==> config.mk <==
export PLATFORM = sky130hd
export DESIGN_NAME = local_average_line
export DESIGN_NICKNAME = d
export VERILOG_FILES = /design/src/rtl/gray_pkg.sv /design/src/rtl/pixel_window_shift.sv /design/src/rtl/local_average_line.sv
export SDC_FILE = /design/constraint.sdc
export NUM_CORES = 1
export LEC_CHECK = 0
export CELL_PAD_IN_SITES_DETAIL_PLACEMENT = 1
export CELL_PAD_IN_SITES_GLOBAL_PLACEMENT = 2
export CORE_MARGIN = 3
export CORE_UTILIZATION = 46
export DETAILED_ROUTE_END_ITERATION = 16
export DONT_BUFFER_PORTS = 1
export GPL_TIMING_DRIVEN = 0
export PLACE_DENSITY = 0.82
export SLEW_MARGIN = 20
export SYNTH_ARGS = -nofsm -noshare
export SYNTH_HDL_FRONTEND = slang
export SYNTH_SLANG_ARGS = --single-unit
==> constraint.sdc <==
create_clock -name clk -period 6.4 [get_ports clk]
set_input_delay 1.28 -clock clk [delete_from_list [all_inputs] [get_ports clk]]
set_output_delay 1.28 -clock clk [all_outputs]
set_load 0.03 [all_outputs]
==> src/rtl/gray_pkg.sv <==
// Shared definitions for the line-local averaging block: the controller state
// encoding and the window constants derived from the half-width radius.
package gray_pkg;

   typedef enum logic [0:0] {
      ST_WAIT_FOR_SOF = 1'b0,
      ST_RUN          = 1'b1
   } state_t;

   localparam int PIXEL_W        = 8;
   localparam int RADIUS_DEFAULT = 8;

   // Number of pixels averaged (must be a power of two).
   function automatic int window_size(input int radius);
      return 2 * radius;
   endfunction

   // Right shift that turns the window sum into the mean.
   function automatic int shift_of(input int radius);
      return $clog2(2 * radius);
   endfunction

   // Width able to hold the sum of a full window of 8-bit pixels.
   function automatic int sum_width(input int radius);
      return PIXEL_W + $clog2(2 * radius);
   endfunction

   localparam int WINDOW_DEFAULT = window_size(RADIUS_DEFAULT);
   localparam int SHIFT_DEFAULT  = shift_of(RADIUS_DEFAULT);
   localparam int SUM_W_DEFAULT  = sum_width(RADIUS_DEFAULT);

endpackage

==> src/rtl/pixel_window_shift.sv <==
// Pixel history for the running window: a shift register that advances on
// every accepted pixel and exposes the oldest stored pixel as its tap.
module pixel_window_shift
   import gray_pkg::*;
#(
   parameter int depth = WINDOW_DEFAULT
) (
   input  logic               clk,
   input  logic               enable,
   input  logic [PIXEL_W-1:0] data,
   output logic [PIXEL_W-1:0] tap
);

   logic [PIXEL_W-1:0] hist_p1 [depth];

   // Shift the newest pixel in at slot 0; history is pure data, never reset
   // because the running sum ignores it until a full window has been refilled.
   always_ff @(posedge clk) begin
      if (enable) begin
         hist_p1[0] <= data;
         for (int i = 1; i < depth; i++) begin
            hist_p1[i] <= hist_p1[i-1];
         end
      end
   end

   assign tap = hist_p1[depth-1];

endmodule

==> src/rtl/local_average_line.sv <==
// Line-local moving average of a gray pixel stream. Frames are delimited by a
// start-of-frame flag in pixel[8]; within each line a running sum over the last
// 2*radius pixels is kept and its truncated mean is emitted once the window is
// full. Windows never cross line boundaries.
module local_average_line
   import gray_pkg::*;
#(
   parameter int radius      = 8,
   parameter int frame_width = 768,
   parameter int frame_lines = 480
) (
   input  logic       clk,
   input  logic       reset,
   input  logic [8:0] pixel,
   input  logic       pixel_valid,
   output logic [8:0] pixel_out,
   output logic       pixel_out_valid,
   output logic [7:0] local_average,
   output logic       local_average_valid
);

   localparam int window = window_size(radius);
   localparam int shift  = shift_of(radius);
   localparam int sum_w  = sum_width(radius);
   localparam int col_w  = (frame_width > 1) ? $clog2(frame_width) : 1;
   localparam int line_w = (frame_lines > 1) ? $clog2(frame_lines) : 1;

   localparam logic [col_w-1:0]  col_last   = col_w'(frame_width - 1);
   localparam logic [line_w-1:0] line_last  = line_w'(frame_lines - 1);
   localparam logic [31:0]       win_full   = 32'(window);
   localparam logic [31:0]       win_first  = 32'(window - 1);

   state_t              state, state_next;
   logic [col_w-1:0]    col_cnt, col_next;
   logic [line_w-1:0]   line_cnt, line_next;
   logic [sum_w-1:0]    sum_p1, sum_next;

   logic                sof;
   logic [PIXEL_W-1:0]  gray;
   logic                accept;
   logic [col_w-1:0]    cur_col;
   logic [line_w-1:0]   cur_line;
   logic [PIXEL_W-1:0]  oldest;
   logic                avg_emit;

   assign sof  = pixel[8];
   assign gray = pixel[7:0];

   // An SOF pixel is always accepted and restarts the frame; otherwise pixels
   // only count while a frame is running.
   assign accept   = pixel_valid && (sof || (state == ST_RUN));
   assign cur_col  = sof ? '0 : col_cnt;
   assign cur_line = sof ? '0 : line_cnt;
   assign avg_emit = accept && (32'(cur_col) >= win_first);

   pixel_window_shift #(
      .depth (window)
   ) u_history (
      .clk    (clk),
      .enable (accept),
      .data   (gray),
      .tap    (oldest)
   );

   // Running window sum: restart on column 0, drop the oldest pixel once the
   // window is full. Modular arithmetic in sum_w bits is exact because the
   // final result always fits.
   always_comb begin
      sum_next = sum_p1;
      if (cur_col == '0) begin
         sum_next = sum_w'(gray);
      end else begin
         sum_next = sum_p1 + sum_w'(gray);
         if (32'(cur_col) >= win_full) begin
            sum_next = sum_next - sum_w'(oldest);
         end
      end
   end

   // Next-state and position tracking: advance column/line per accepted pixel
   // and fall back to waiting for SOF after the last pixel of the frame.
   always_comb begin
      state_next = state;
      col_next   = col_cnt;
      line_next  = line_cnt;
      if (accept) begin
         state_next = ST_RUN;
         if (cur_col == col_last) begin
            col_next = '0;
            if (cur_line == line_last) begin
               line_next  = '0;
               state_next = ST_WAIT_FOR_SOF;
            end else begin
               line_next = cur_line + 1'b1;
            end
         end else begin
            col_next  = cur_col + 1'b1;
            line_next = cur_line;
         end
      end
   end

   // Controller state, position counters and window sum.
   always_ff @(posedge clk or posedge reset) begin
      if (reset) begin
         state    <= ST_WAIT_FOR_SOF;
         col_cnt  <= '0;
         line_cnt <= '0;
         sum_p1   <= '0;
      end else begin
         state    <= state_next;
         col_cnt  <= col_next;
         line_cnt <= line_next;
         if (accept) begin
            sum_p1 <= sum_next;
         end
      end
   end

   // Pass-through of the input stream with one cycle of latency.
   always_ff @(posedge clk or posedge reset) begin
      if (reset) begin
         pixel_out       <= '0;
         pixel_out_valid <= 1'b0;
      end else begin
         pixel_out       <= pixel;
         pixel_out_valid <= pixel_valid;
      end
   end

   // Mean output: valid for exactly one cycle per full window, value held otherwise.
   always_ff @(posedge clk or posedge reset) begin
      if (reset) begin
         local_average       <= '0;
         local_average_valid <= 1'b0;
      end else begin
         local_average_valid <= avg_emit;
         if (avg_emit) begin
            local_average <= 8'(sum_next >> shift);
         end
      end
   end

endmodule

==> flow_metrics.py, run 1 <==
metrics = {
    "synth": {
        "synth_area_per_cell_um2": 14.3,
        "synth-compound-area-share": 0.104,
        "synthArstFlopShare": 0.285,
        "synth_seq_cells": 179,
        "seq_area_frac_synth": 0.709,
        "ys_warn_count": 0,
        "synth_fa_ha_area_frac": 0.0384,
        "synth-simple-area-share": 0.0899,
        "synth_top_family_by_area": "compound AO/OA/AOI/OAI gates",
        "synth_edf_count": 128,
        "syn-instance-count": 506,
        "synth_flop_cell": "edfxtp_1",
        "syn_area_um2": 7230,
        "ys_types": 59,
        "synth_mux_area_frac": 0.0170,
        "syn-num-nets": 539,
        "synth_xor_area_frac": 0.0220,
    },
    "die": {
        "die_x_um": 131,
        "start_util": 0.474,
        "io_pins": 31,
        "num_rows": 45,
        "core_um2": 15300,
        "die_h_um": 131,
        "dieArea_um2": 17200,
    },
    "clock_network": {
        "clkLatencyLatePin_ns": 0.43,
        "cts_buffers": 17,
        "htree_levels": 4,
        "clk_pin_slew_ns": 0.07,
        "ctsResizeCount": 0,
        "cts_buffer_depth": 2,
        "cts-root-buf": "clkbuf_16",
        "postCtsSetupBuffers": 0,
        "cts_sinks": 179,
        "postCtsHoldBufs": 0,
        "cts_tree": "done",
    },
    "worst_setup_path": {
        "regToRegStartpoint": "sum_p1[0]",
        "crit_path_frequent_cell": "ha_1",
        "critPathKind": "input port to register",
        "crit_start": "pixel[0]",
        "cpLargestDelayFamily": "compound AO/OA/AOI/OAI gates",
        "worst-path-buf-inv": 0,
        "cp_slowest_stage_delay_ns": 0.43,
        "cp_slowest_cell": "fa_1",
        "cp_data_required_time_ns": 6.76,
        "worstPathArrival_ns": 4.62,
        "start_kind": "input port",
        "setup.worst_path.end_class": "register",
        "cp_max_fo": 5,
        "crit_chain": "ha_1 > fa_1 > a21o_4 > a221oi_4 > xnor2_1 > ha_1 > a21o_1 > nor3_1 > a21oi_1 > a211oi_4 > nand4_4 > a211o_1 > nand3_1",
    },
    "detailed_routing": {
        "firstDrtPassIters": 4,
        "antenna_left": 0,
        "dr_total_vias": 4027,
        "wire_per_inst_um": 18.0,
        "routed_wirelength_mm": 13.6,
        "dr.first_iter.drc_count": 212,
        "drc": 0,
        "via_per_inst": 5.36,
    },
    "timing": {
        "max_slew_margin": 0.455,
        "rsz0062_at_grt": "no",
        "holdWs_ns": 0.418,
        "hold_viol_final": 0,
        "fin_crit_sh": 0.665,
        "tightest_slew_ns": 0.809,
        "tns_ns": 0,
        "period_minus_slack_ns": 4.26,
        "finClkSkew_ns": 0.00799,
        "setup_viol": 0,
        "timing.fmax_mhz": 235,
        "final_max_slew_viol_count": 0,
    },
    "global_routing": {
        "grt_start_max_net_pins": 58,
        "grt_pass1_wl_mm": 22.5,
        "grt_pass1_vias": 4298,
        "overflow": 0,
        "grtUsageTotal": 0.166,
        "antenna_found_initial": 0,
    },
    "layout": {
        "area_growth_pct": 12.8,
        "final_common_cell": "edfxtp_1",
        "layout_common_cells": "128 x edfxtp_1, 51 x dfrtp_1, 49 x nand2_1, 28 x o21ai_0, 25 x o21ai_1",
        "drive_gt1_frac": 0.109,
        "layout.nets": 560,
        "diodes": 0,
        "fill_cells": 1478,
    },
    "flow_run": {
        "maxCapViolations": 0,
    },
    "placement": {
        "numPortBuffers": 0,
        "gp_congestion": 0.751,
        "hpwl_mm": 8.75,
    },
    "hold_path": {
        "hold_start": "u_history.hist_p1[0][37]",
        "holdCritPathClass": "register to register",
    },
    "power": {
        "p_leak_nw": 3.15,
        "p_int_w": 0.00210,
        "p_per_area_nw_per_um2": 363,
        "power_frac_seq": 0.461,
        "clock_power_share": 0.345,
        "p_sw_w": 0.000858,
        "pwr-share-comb": 0.194,
        "p_sw_frac": 0.290,
        "ir_drop_uv": 209,
    },
    "status": {
        "status": "complete, no violations",
    },
}
==> final timing paths <==
check	cells after the start	slack [ns]	endpoint
hold reg to reg	0	0.42	u_history.hist_p1[0][45]
setup / recovery	13	2.14	sum_p1[9]
max in group asynchronous	1	5.11	pixel_out[4]
hold / removal	0	0.42	u_history.hist_p1[0][45]
setup reg to reg	13	2.61	sum_p1[9]
min in group asynchronous	1	0.83	local_average_valid
==> registers in the layout, indices dropped and copies added (netlist names) <==
name	flops
col_cnt	10
state	1
sum_p1	12
pixel_out_valid	1
pixel_out	9
local_average_valid	1
line_cnt	9
local_average	8
u_history.hist_p1	128
==> power groups by stage <==
| stage | logic, W | registers [W] | clock network, W |
|---|---|---|---|
| floorplan | 0.000460 | 0.00138 | 0 |
| global placement | 0.000551 | 0.00139 | 0 |
| detailed placement | 0.000572 | 0.00139 | 0 |
| CTS | 0.000577 | 0.00136 | 0.00106 |
| global route | 0.000641 | 0.00137 | 0.00111 |
| finish | 0.000573 | 0.00136 | 0.00102 |
==> kinds of logic (layout without fill, tap and decap cells) <==
logic type               Yosys count  count (layout)
adder cells (fa/ha/maj)           21              21
AND/OR/NAND/NOR                  130             130
flip-flops                       179             179
multiplexers                      12              12
buffers and inverters             36              70
AO/OA/AOI/OAI                    112             112
XOR/XNOR                          16              16
==> stage by stage <==
stage	total power, W	setup WS, ns	cells	util	area, um^2
2_1_floorplan	0.00184	0.288	506	-	7230
3_3_place_gp	0.00194	-1.19	717	0.491	7490
3_5_place_dp	0.00196	1.72	719	0.495	7550
4_1_cts	0.00300	2.16	751	0.534	8150
5_1_grt	0.00312	1.93	751	0.534	8150
6_report	0.00296	2.14	751	0.534	8150
==> per-layer routing <==
layer	up-vias	part of all wire	wire length (um)	global-route usage
li1	1916	-	-	-
met1	2042	0.46	6240	0.220
met2	52	0.49	6630	0.270
met4	0	0.014	187	0.0543
met3	17	0.036	487	0.0436
met5	-	0	0	0
==> worst reg2reg max path, stage by stage, from the launching register on <==
cell      delay (ns)
dfrtp_1         0.38
ha_1            0.22
fa_1            0.43
a21o_4          0.24
a221oi_4        0.39
xnor2_1         0.21
ha_1            0.32
a21o_1          0.23
nor3_1          0.14
a21oi_1         0.17
a211oi_4        0.42
nand4_4         0.17
a211o_1         0.32
nand3_1         0.09
==> synth_stat cells (all sizes together) (2+ instances only) <==
library cell / number / share of area
a21o: 10 / 0.011
nor3: 5 / 0.0035
o41ai: 2 / 0.0024
o31ai: 3 / 0.0038
xnor2: 11 / 0.016
a211o: 2 / 0.0024
nand4: 7 / 0.0081
inv: 20 / 0.010
nor3b: 4 / 0.0042
a31oi: 5 / 0.0043
fa: 2 / 0.0055
mux2: 2 / 0.0031
and3: 3 / 0.0028
dfrtp: 51 / 0.18
a21oi: 16 / 0.011
a22o: 3 / 0.0038
a32oi: 3 / 0.0036
mux2i: 10 / 0.014
clkbuf: 10 / 0.0052
o21ai: 55 / 0.039
ha: 19 / 0.033
nand2: 49 / 0.025
a311o: 3 / 0.0042
or2: 2 / 0.0017
nor2: 23 / 0.012
edfxtp: 128 / 0.53
and2: 6 / 0.0052
and4: 2 / 0.0026
nor2b: 5 / 0.0043
a211oi: 2 / 0.0038
nand2b: 6 / 0.0052
buf: 6 / 0.0050
nand3: 15 / 0.011
xor2: 5 / 0.0061
==> area by class of cell <==
| type | count | area (um^2) | share of cell area |
|---|---|---|---|
| Sequential cell | 179 | 5120 | 0.628 |
| Tap cell | 211 | 264 | 0.0324 |
| Buffer | 16 | 77.6 | 0.00952 |
| Clock buffer | 18 | 439 | 0.0539 |
| Multi-Input combinational cell | 291 | 1960 | 0.240 |
| Timing Repair Buffer | 2 | 55.1 | 0.00676 |
| Clock inverter | 14 | 159 | 0.0195 |
| Inverter | 20 | 77.6 | 0.00952 |
Note: power is estimated with default switching activity, not from simulation.
==> run 2, diff against run 1 <==
Settings changed: CORE_UTILIZATION 46 to 41, PLACE_DENSITY 0.82 to 0.77.
Clock period 6.4 ns to 3.78 ns, I/O delays scaled along.
==> run 2 against run 1 <==
Net effect: via count up 2.6%; sequential cell count unchanged; sequential power up 70%; global-route usage down 1.3 points; final cell count up 1.3%; count of clock-buffer cells in the layout down 1; die area up 12%; non-clock buffer count up 1; sequential share of layout area about the same; utilization down 5.3 points; largest power group unchanged.
==> flow_metrics.py, run 2 (same netlist as run 1, synthesis figures left out) <==
metrics = {
    "status": {
        "status": "complete, no violations",
    },
    "worst_setup_path": {
        "rrSetupSlack_ns": 0.19,
        "worstPathArrival_ns": 3.96,
        "start_kind": "register",
        "cp_data_required_time_ns": 4.15,
        "cp_max_fo": 4,
        "critPathKind": "register to register",
        "setup.worst_path.end_class": "register",
    },
    "detailed_routing": {
        "drc": 0,
        "firstDrtPassIters": 4,
        "wire_per_inst_um": 18.5,
        "antenna_left": 0,
        "via_per_inst": 5.43,
        "dr_total_vias": 4130,
        "routed_wirelength_mm": 14.1,
        "dr.first_iter.drc_count": 253,
    },
    "clock_network": {
        "htree_levels": 4,
        "postCtsHoldBufs": 0,
        "cts-root-buf": "clkbuf_16",
        "cts_buffer_depth": 2,
        "cts_tree": "done",
        "clkLatencyLatePin_ns": 0.43,
        "cts_sinks": 179,
        "clk_pin_slew_ns": 0.07,
        "cts_buffers": 17,
    },
    "layout": {
        "seq_area_um2": 5120,
        "final_common_cell": "edfxtp_1",
        "area_growth_pct": 12.7,
        "largest_reg_flops": 128,
        "reg_top3": "u_history.hist_p1 x128, sum_p1 x12, col_cnt x10",
        "diodes": 0,
        "layout.nets": 561,
        "multiInputGateArea_um2": 1960,
        "layout_common_cells": "128 x edfxtp_1, 51 x dfrtp_1, 49 x nand2_1, 28 x o21ai_0, 25 x o21ai_1",
        "fin_area_um2": 8150,
        "top_register": "u_history.hist_p1",
        "fill_cells": 1705,
        "drive_gt1_frac": 0.111,
        "instances_no_fill": 761,
    },
    "timing": {
        "setup_ws_ns": 0.189,
        "period_minus_slack_ns": 3.59,
        "max_slew_margin": 0.412,
        "finClkSkew_ns": 0.0121,
        "timing.fmax_mhz": 278,
        "setup_viol": 0,
        "tightest_slew_ns": 0.873,
        "fin_crit_sh": 0.950,
        "rsz0062_at_grt": "no",
        "holdWs_ns": 0.307,
        "hold_viol_final": 0,
        "final_max_slew_viol_count": 0,
    },
    "die": {
        "core_um2": 16900,
        "num_rows": 47,
        "die_h_um": 139,
        "die_x_um": 139,
        "start_util": 0.427,
        "io_pins": 31,
        "dieArea_um2": 19300,
    },
    "power": {
        "p_per_area_nw_per_um2": 615,
        "ir_drop_uv": 317,
        "fin_total_pwr_w": 0.00501,
        "p_leak_nw": 3.15,
    },
    "global_routing": {
        "overflow": 0,
        "grtUsageTotal": 0.153,
        "grt_pass1_wl_mm": 23.0,
        "grt_pass1_vias": 4280,
        "antenna_found_initial": 0,
        "grt_start_max_net_pins": 83,
    },
    "placement": {
        "hpwl_mm": 9.19,
        "dp.cells": 727,
        "numPortBuffers": 0,
        "dp_slack_ns": -0.318,
        "placedInstanceArea_um2": 7540,
        "gp_congestion": 0.797,
    },
    "flow_run": {
        "maxCapViolations": 0,
    },
    "hold_path": {
        "holdCritPathClass": "input port to asynchronous set/reset pin",
    },
}
[run 2: cell count changes in the layout (fill, tap and decap cells not counted), sizes merged]
| cell | before | now |
|---|---|---|
| buf | 8 | 9 |
| clkbuf | 28 | 27 |
| clkinv | 4 | 5 |
| clkinvlp | 1 | 0 |
| inv | 29 | 30 |
[run 2: path summary, 6_finish.rpt]
kind                                               from                       end  cells after the start
max in group asynchronous                         reset              pixel_out[4]                      1
worst max-delay path                          sum_p1[0]          local_average[7]                     14
min in group clk                            pixel_valid           pixel_out_valid                      0
worst min-delay path                              reset                     state                      1
worst min register to register  u_history.hist_p1[0][5]  u_history.hist_p1[0][13]                      0
worst max register to register                sum_p1[0]          local_average[7]                     14
[run 2: layout make-up]
cell class	instances	share of cell area
multi-input combinational	291	0.241
tap	220	0.0338
clock buffer	17	0.0522
timing repair buffer	3	0.00522
clock inverter	15	0.0194
sequential	179	0.629
inverter	20	0.00952
buffer	16	0.0103
[run 2: routing by layer]
layer	vias to the layer above	share of wire	global-route usage
li1	1923	-	-
met1	2122	0.46	0.197
met2	68	0.48	0.245
met3	17	0.049	0.0517
met4	0	0.013	0.0520
met5	-	0	0
[run 2: timing repair]
item                       CTS  global route
hold endpoints to repair     0             0
setup endpoints to repair    0             5
resized for setup            0             1
setup buffers                0             2
[run 2: critical path, stage by stage (launching register included)]
cell and delay, ns:
dfrtp_1 0.38, ha_1 0.21, fa_1 0.42, a21o_4 0.24, a221oi_4 0.26, xnor2_1 0.19
ha_1 0.33, a21o_1 0.23, nor3_1 0.13, a21oi_1 0.16, a211oi_4 0.40, buf_4 0.18
and3_1 0.18, a32oi_1 0.12, nand2_1 0.11
[run 2: metrics by stage]
step | TNS [ns] | utilization
CTS | 0 | 0.480
finish | 0 | 0.481
floorplan | 0 | -
global route | 0 | 0.481
detailed placement | -1.66 | 0.445
global placement | -47.24 | 0.443
[run 2: power by group]
group / switching, W / total [W] / internal, W
clock network: 0.000829 / 0.00172 / 0.000887
registers: 0.0000605 / 0.00231 / 0.00225
logic: 0.000580 / 0.000986 / 0.000406
==> RTL edit 1 (config.mk and constraints of run 2) <==
Change the parameter `frame_lines` from 480 to 1920.
--- a/src/rtl/local_average_line.sv
+++ b/src/rtl/local_average_line.sv
@@ -7,7 +7,7 @@
 #(
    parameter int radius      = 8,
    parameter int frame_width = 768,
-   parameter int frame_lines = 480
+   parameter int frame_lines = 1920
 ) (
    input  logic       clk,
    input  logic       reset,
Behaviour: no difference found for any inputs over 10 cycles, from zero or initial values and one cycle with reset high; that may be too few to reach the edited logic, so the function may still have changed.
==> RTL edit 1 against run 2 <==
- first-iteration DRC count fell by 28%
- worst setup slack improved by 0.042 ns
- via count fell by 2.2%
- routed wire length decreased by 0.61%
- cell area up 0.51%
- total power rose by 1.4%
- synthesized area shrank 0.36%
- critical path depth fell by 1
- clock skew decreased by 0.0039 ns
- utilization grew 0.41 points
- final cell count rose by 0.13%
- sequential cell count rose by 2
==> RTL edit 1: results (changes against run 2) <==
[critical_path]
r2r-end = sum_p1[10]
critical_path.endpoint = sum_p1[10]
crit_family = compound AO/OA/AOI/OAI gates
cp_slowest_cell = fa_1
reg2reg_depth = 13  ; -1

[pwr]
p_leak_uw = 0.00315  ; about the same
peakVddDrop_mv = 0.421  ; +33%

[placed_design]
numPlacedInstances = 729  ; +0.28%
place_area_um2 = 7540  ; about the same
dp_slack_ns = -0.284  ; +0.0342 ns
hpwl_mm = 9.29  ; +1.2%
gp_congestion = 0.831  ; +4.3%

[global_routing]
grt_pass1_wl_mm = 23.0  ; +0.24%
grt_pass1_vias = 4239  ; -0.96%
grt_max_degree = 87  ; +4.8%
antenna_found_initial = 0  ; unchanged
track_usage = 0.153  ; about the same

[finish]
final_nets = 562  ; +0.18%
drive_above_1_share = 0.0959  ; -0.0150
fill_cells = 1676  ; -1.7%
reg_top3 = u_history.hist_p1 (128), sum_p1 (12), line_cnt (11)

[clock_network]
insertion_delay_ns = 0.43  ; about the same
path_clk_slew_ns = 0.07  ; about the same
cts_buffers = 17  ; unchanged

[synth]
synth_xor_area_frac = 0.0219  ; -0.0000935
netlist_top_cells_area = edfxtp_1 (53%), dfrtp_1 (18%), ha_1 (3.3%)
synthAdderAreaFrac = 0.0386  ; +0.000140
synth_top_flop_cell = edfxtp_1
synth_nets = 540  ; +0.19%
muxShareOfSynthArea = 0.0144  ; -0.00254
yosys_warnings = 0  ; unchanged
synth-compound-area-share = 0.103  ; -0.000317
netlist-cell-type-count = 51  ; -14%
synthArstFlopShare = 0.293  ; +0.00790
synthesis.instances = 507  ; +0.20%
ys_top_cells_by_count = edfxtp_1 (128), dfrtp_1 (53), nand2_1 (50), o21ai_0 (45), nor2_1 (24)
synth-seq-area-share = 0.718  ; +0.00954

[detailed_routing]
wl_per_cell_um = 18.4  ; -0.74%
via_count = 4038  ; -2.2%
dr.pass1.iters = 4  ; unchanged
drtIter0Drc = 182  ; -28%
via_per_inst = 5.30  ; -2.4%

[sta]
slew_headroom = 0.552  ; +0.140
setup_ws_ns = 0.231  ; +0.0420 ns
fin_skew_ns = 0.00825  ; -0.00389 ns
worst_hold_slack_ns = 0.0839  ; -0.223 ns

[status]
status = finished clean

==> RTL edit 1: cell count changes after synthesis, sizes merged, moves of 4 or more <==
cell / run 2 / this run
a21o: 10 / 6
nor3b: 4 / 0
nand3: 15 / 9
nand4: 7 / 3
==> RTL edit 1: timing repair <==
item / CTS / global route
buffers inserted: 0 / 1
resized for setup: 0 / 4
setup endpoints to repair: 0 / 3
==> RTL edit 1: through the flow <==
step	TNS, ns	utilization
floorplan	0	-
global placement	-97.04	0.443
detailed placement	-0.662	0.447
CTS	0	0.484
global route	0	0.485
finish	0	0.485
==> RTL edit 1: power breakdown <==
part | switching (uW) | internal [uW]
clock | 784 | 1040
sequential | 69.7 | 2290
combinational | 540 | 361
==> RTL edit 1: cell type report <==
| class | instances | area share |
|---|---|---|
| buffer | 14 | 0.00810 |
| inverter | 21 | 0.00993 |
| timing repair buffer | 3 | 0.00764 |
| multi-input combinational | 291 | 0.234 |
| clock buffer | 20 | 0.0558 |
| clock inverter | 12 | 0.0197 |
| tap | 220 | 0.0336 |
| sequential | 181 | 0.632 |
==> RTL edit 1: layer usage <==
metal | wire length [um] | track usage | vias to the layer above
li1 | - | - | 1918
met2 | 6760 | 0.245 | 41
met3 | 573 | 0.0490 | 16
met1 | 6510 | 0.201 | 2063
met4 | 180 | 0.0458 | 0
met5 | 0 | 0 | -
==> RTL edit 1: logic make-up after synthesis <==
| family | count (synthesis) |
|---|---|
| buf+inv | 35 |
| fa+ha+maj | 21 |
| mux | 10 |
| compound gates | 117 |
| xor+xnor | 18 |
| flops | 181 |
| simple gates | 125 |
==> RTL edit 2 (flow settings as in run 2) <==
Without the edit above. `pixel_out` no longer has a reset.
--- a/src/rtl/local_average_line.sv
+++ b/src/rtl/local_average_line.sv
@@ -120,12 +120,14 @@
    // Pass-through of the input stream with one cycle of latency.
    always_ff @(posedge clk or posedge reset) begin
       if (reset) begin
-         pixel_out       <= '0;
          pixel_out_valid <= 1'b0;
       end else begin
-         pixel_out       <= pixel;
          pixel_out_valid <= pixel_valid;
       end
+   end
+
+   always_ff @(posedge clk) begin
+      pixel_out <= pixel;
    end
 
    // Mean output: valid for exactly one cycle per full window, value held otherwise.
Behaviour: not the same (a bounded check fails within 4 cycles, from zero or initial values and one cycle with reset high).
==> RTL edit 2 against run 2 <==
- die area decreased by 1.7%
- cell area decreased by 2.3%
- routed wire length decreased by 5.3%
- synthesized area down 1.8%
- worst setup slack lost 0.044 ns
- total power is 1.1% lower
- sequential cell count unchanged
- largest cell class unchanged
- highest routed layer unchanged
==> RTL edit 2: results (changes against run 2) <==
[status]
status = finished clean

[global_routing]
antenna_found_initial = 0  ; unchanged
grt_max_degree = 138  ; +66%
grtUsageMet1 = 0.196  ; -0.000759
met2_usage = 0.243  ; -0.00270
grt_use_met3 = 0.0548  ; +0.00306
grt_pass1_wl_mm = 21.9  ; -4.8%
grt_pass1_vias = 4115  ; -3.9%
track_usage = 0.153  ; about the same

[synth]
syn_area_per_cell_um2 = 14.7  ; +2.7%
netlist-cell-type-count = 65  ; +10%
ys_top_cells_by_count = edfxtp_1 (128), nand2_1 (47), dfrtp_1 (42), o21ai_0 (37), inv_1 (23)
netlist_top_cells_area = edfxtp_1 (54%), dfrtp_1 (15%), ha_1 (3.3%)
synth-seq-area-share = 0.715  ; +0.00639
synth_edf_count = 128  ; unchanged
synthArstFlopShare = 0.235  ; -0.0503
synth_nets = 517  ; -4.1%
yosys_warnings = 0  ; unchanged

[critical_path]
critPathMaxStageDelay_ns = 0.60  ; +0.18 ns
cp_slowest_cell = a2111oi_4
critPathMaxFanout = 4  ; unchanged
critPathArrivalTime_ns = 3.94  ; -0.02 ns
crit_family = compound AO/OA/AOI/OAI gates

[sta]
fin_skew_ns = 0.00693  ; -0.00521 ns
tightestPinTransition_ns = 1.05  ; +0.179 ns

[pwr]
p_leak_uw = 0.00301  ; -4.5%
peakVddDrop_mv = 0.352  ; +11%

[finish]
stdcell_count = 737  ; -3.2%
reg_top3 = u_history.hist_p1 (128), sum_p1 (12), col_cnt (10)
num_antenna_cells = 0  ; unchanged
final_nets = 537  ; -4.3%
drive_above_1_share = 0.132  ; +0.0206
fill_cells = 1655  ; -2.9%

[placed_design]
numPlacedInstances = 705  ; -3.0%
place_area_um2 = 7400  ; -1.9%
io_buffers = 0  ; unchanged
gp_congestion = 0.785  ; -1.5%
hpwl_mm = 8.59  ; -6.5%

[clock_network]
post-cts-setup-buffers = 0  ; unchanged
cts_buffers = 17  ; unchanged
htreeDepth = 4  ; unchanged
insertion_delay_ns = 0.43  ; about the same
clk_path_buf_depth = 2  ; unchanged
path_clk_slew_ns = 0.07  ; about the same

[detailed_routing]
dr.pass1.iters = 4  ; unchanged
drtIter0Drc = 192  ; -24%
wl_per_cell_um = 18.1  ; -2.2%
via_per_inst = 5.21  ; -4.0%

[min_path]
min_path_type = in2async

-- RTL edit 2: cell types whose count changed after synthesis, sizes merged, moves of 4 or more --
cell and change:
mux2i -4, dfxtp +9, dfrtp -9, nand3 -7
and2 -4, o21ai +4, nor3b -4
-- RTL edit 2: logic make-up (layout without fill, tap and decap cells) --
logic type      after synthesis  in the layout  share of synthesized area
compound gates              115            115                      0.104
xor+xnor                     20             20                     0.0294
fa+ha+maj                    21             21                     0.0391
buf+inv                      36             69                     0.0263
flops                       179            179                      0.715
mux                           8              8                     0.0116
simple gates                105            105                     0.0746
-- RTL edit 2: worst paths after layout --
path	endpoint	start	depth (start not counted)	slack [ns]
setup / recovery	sum_p1[11]	sum_p1[0]	12	0.15
hold / removal	col_cnt[3]	reset	1	0.24
setup reg to reg	sum_p1[11]	sum_p1[0]	12	0.15
hold reg to reg	u_history.hist_p1[1][13]	u_history.hist_p1[1][5]	0	0.42
max in group asynchronous	sum_p1[2]	reset	2	3.03
min in group clk	pixel_out[8]	pixel[8]	0	0.34
-- RTL edit 2: report_power, final --
group | total, uW | switching, uW | internal (uW)
sequential | 2360 | 91.3 | 2270
clock | 1640 | 786 | 857
combinational | 945 | 567 | 378
total | 4950 | 1440 | 3510
-- RTL edit 2: layer usage --
| metal | routed length (um) | share of wire | up-vias |
|---|---|---|---|
| li1 | - | - | 1836 |
| met1 | 6200 | 0.46 | 1940 |
| met2 | 6460 | 0.48 | 48 |
| met3 | 528 | 0.039 | 17 |
| met4 | 180 | 0.013 | 0 |
| met5 | 0 | 0 | - |
-- RTL edit 2: area by class of cell --
| class | count | area, um2 | area share |
|---|---|---|---|
| plain buffers | 13 | 100 | 0.0126 |
| repair buffers | 1 | 27.5 | 0.00346 |
| flip-flops and latches | 179 | 5070 | 0.638 |
| well taps | 220 | 275 | 0.0346 |
| multi-input cells | 269 | 1850 | 0.232 |
| clock inverters | 15 | 121 | 0.0152 |
| inverters | 23 | 86.3 | 0.0108 |
| clock buffers | 17 | 425 | 0.0534 |
-- RTL edit 2: repair_timing --
action	in CTS	in global routing
resized for setup	0	1
setup endpoints to repair	0	3
hold buffers	0	0
-- RTL edit 2: metrics by stage --
step | setup TNS, ns | setup slack (ns) | utilization
2_1_floorplan | 0 | 0.165 | -
6_report | 0 | 0.145 | 0.475
5_1_grt | -0.0686 | -0.0415 | 0.475
3_3_place_gp | -0.957 | -0.321 | 0.440
3_5_place_dp | -1.15 | -0.354 | 0.442
4_1_cts | 0 | 0.0169 | 0.474
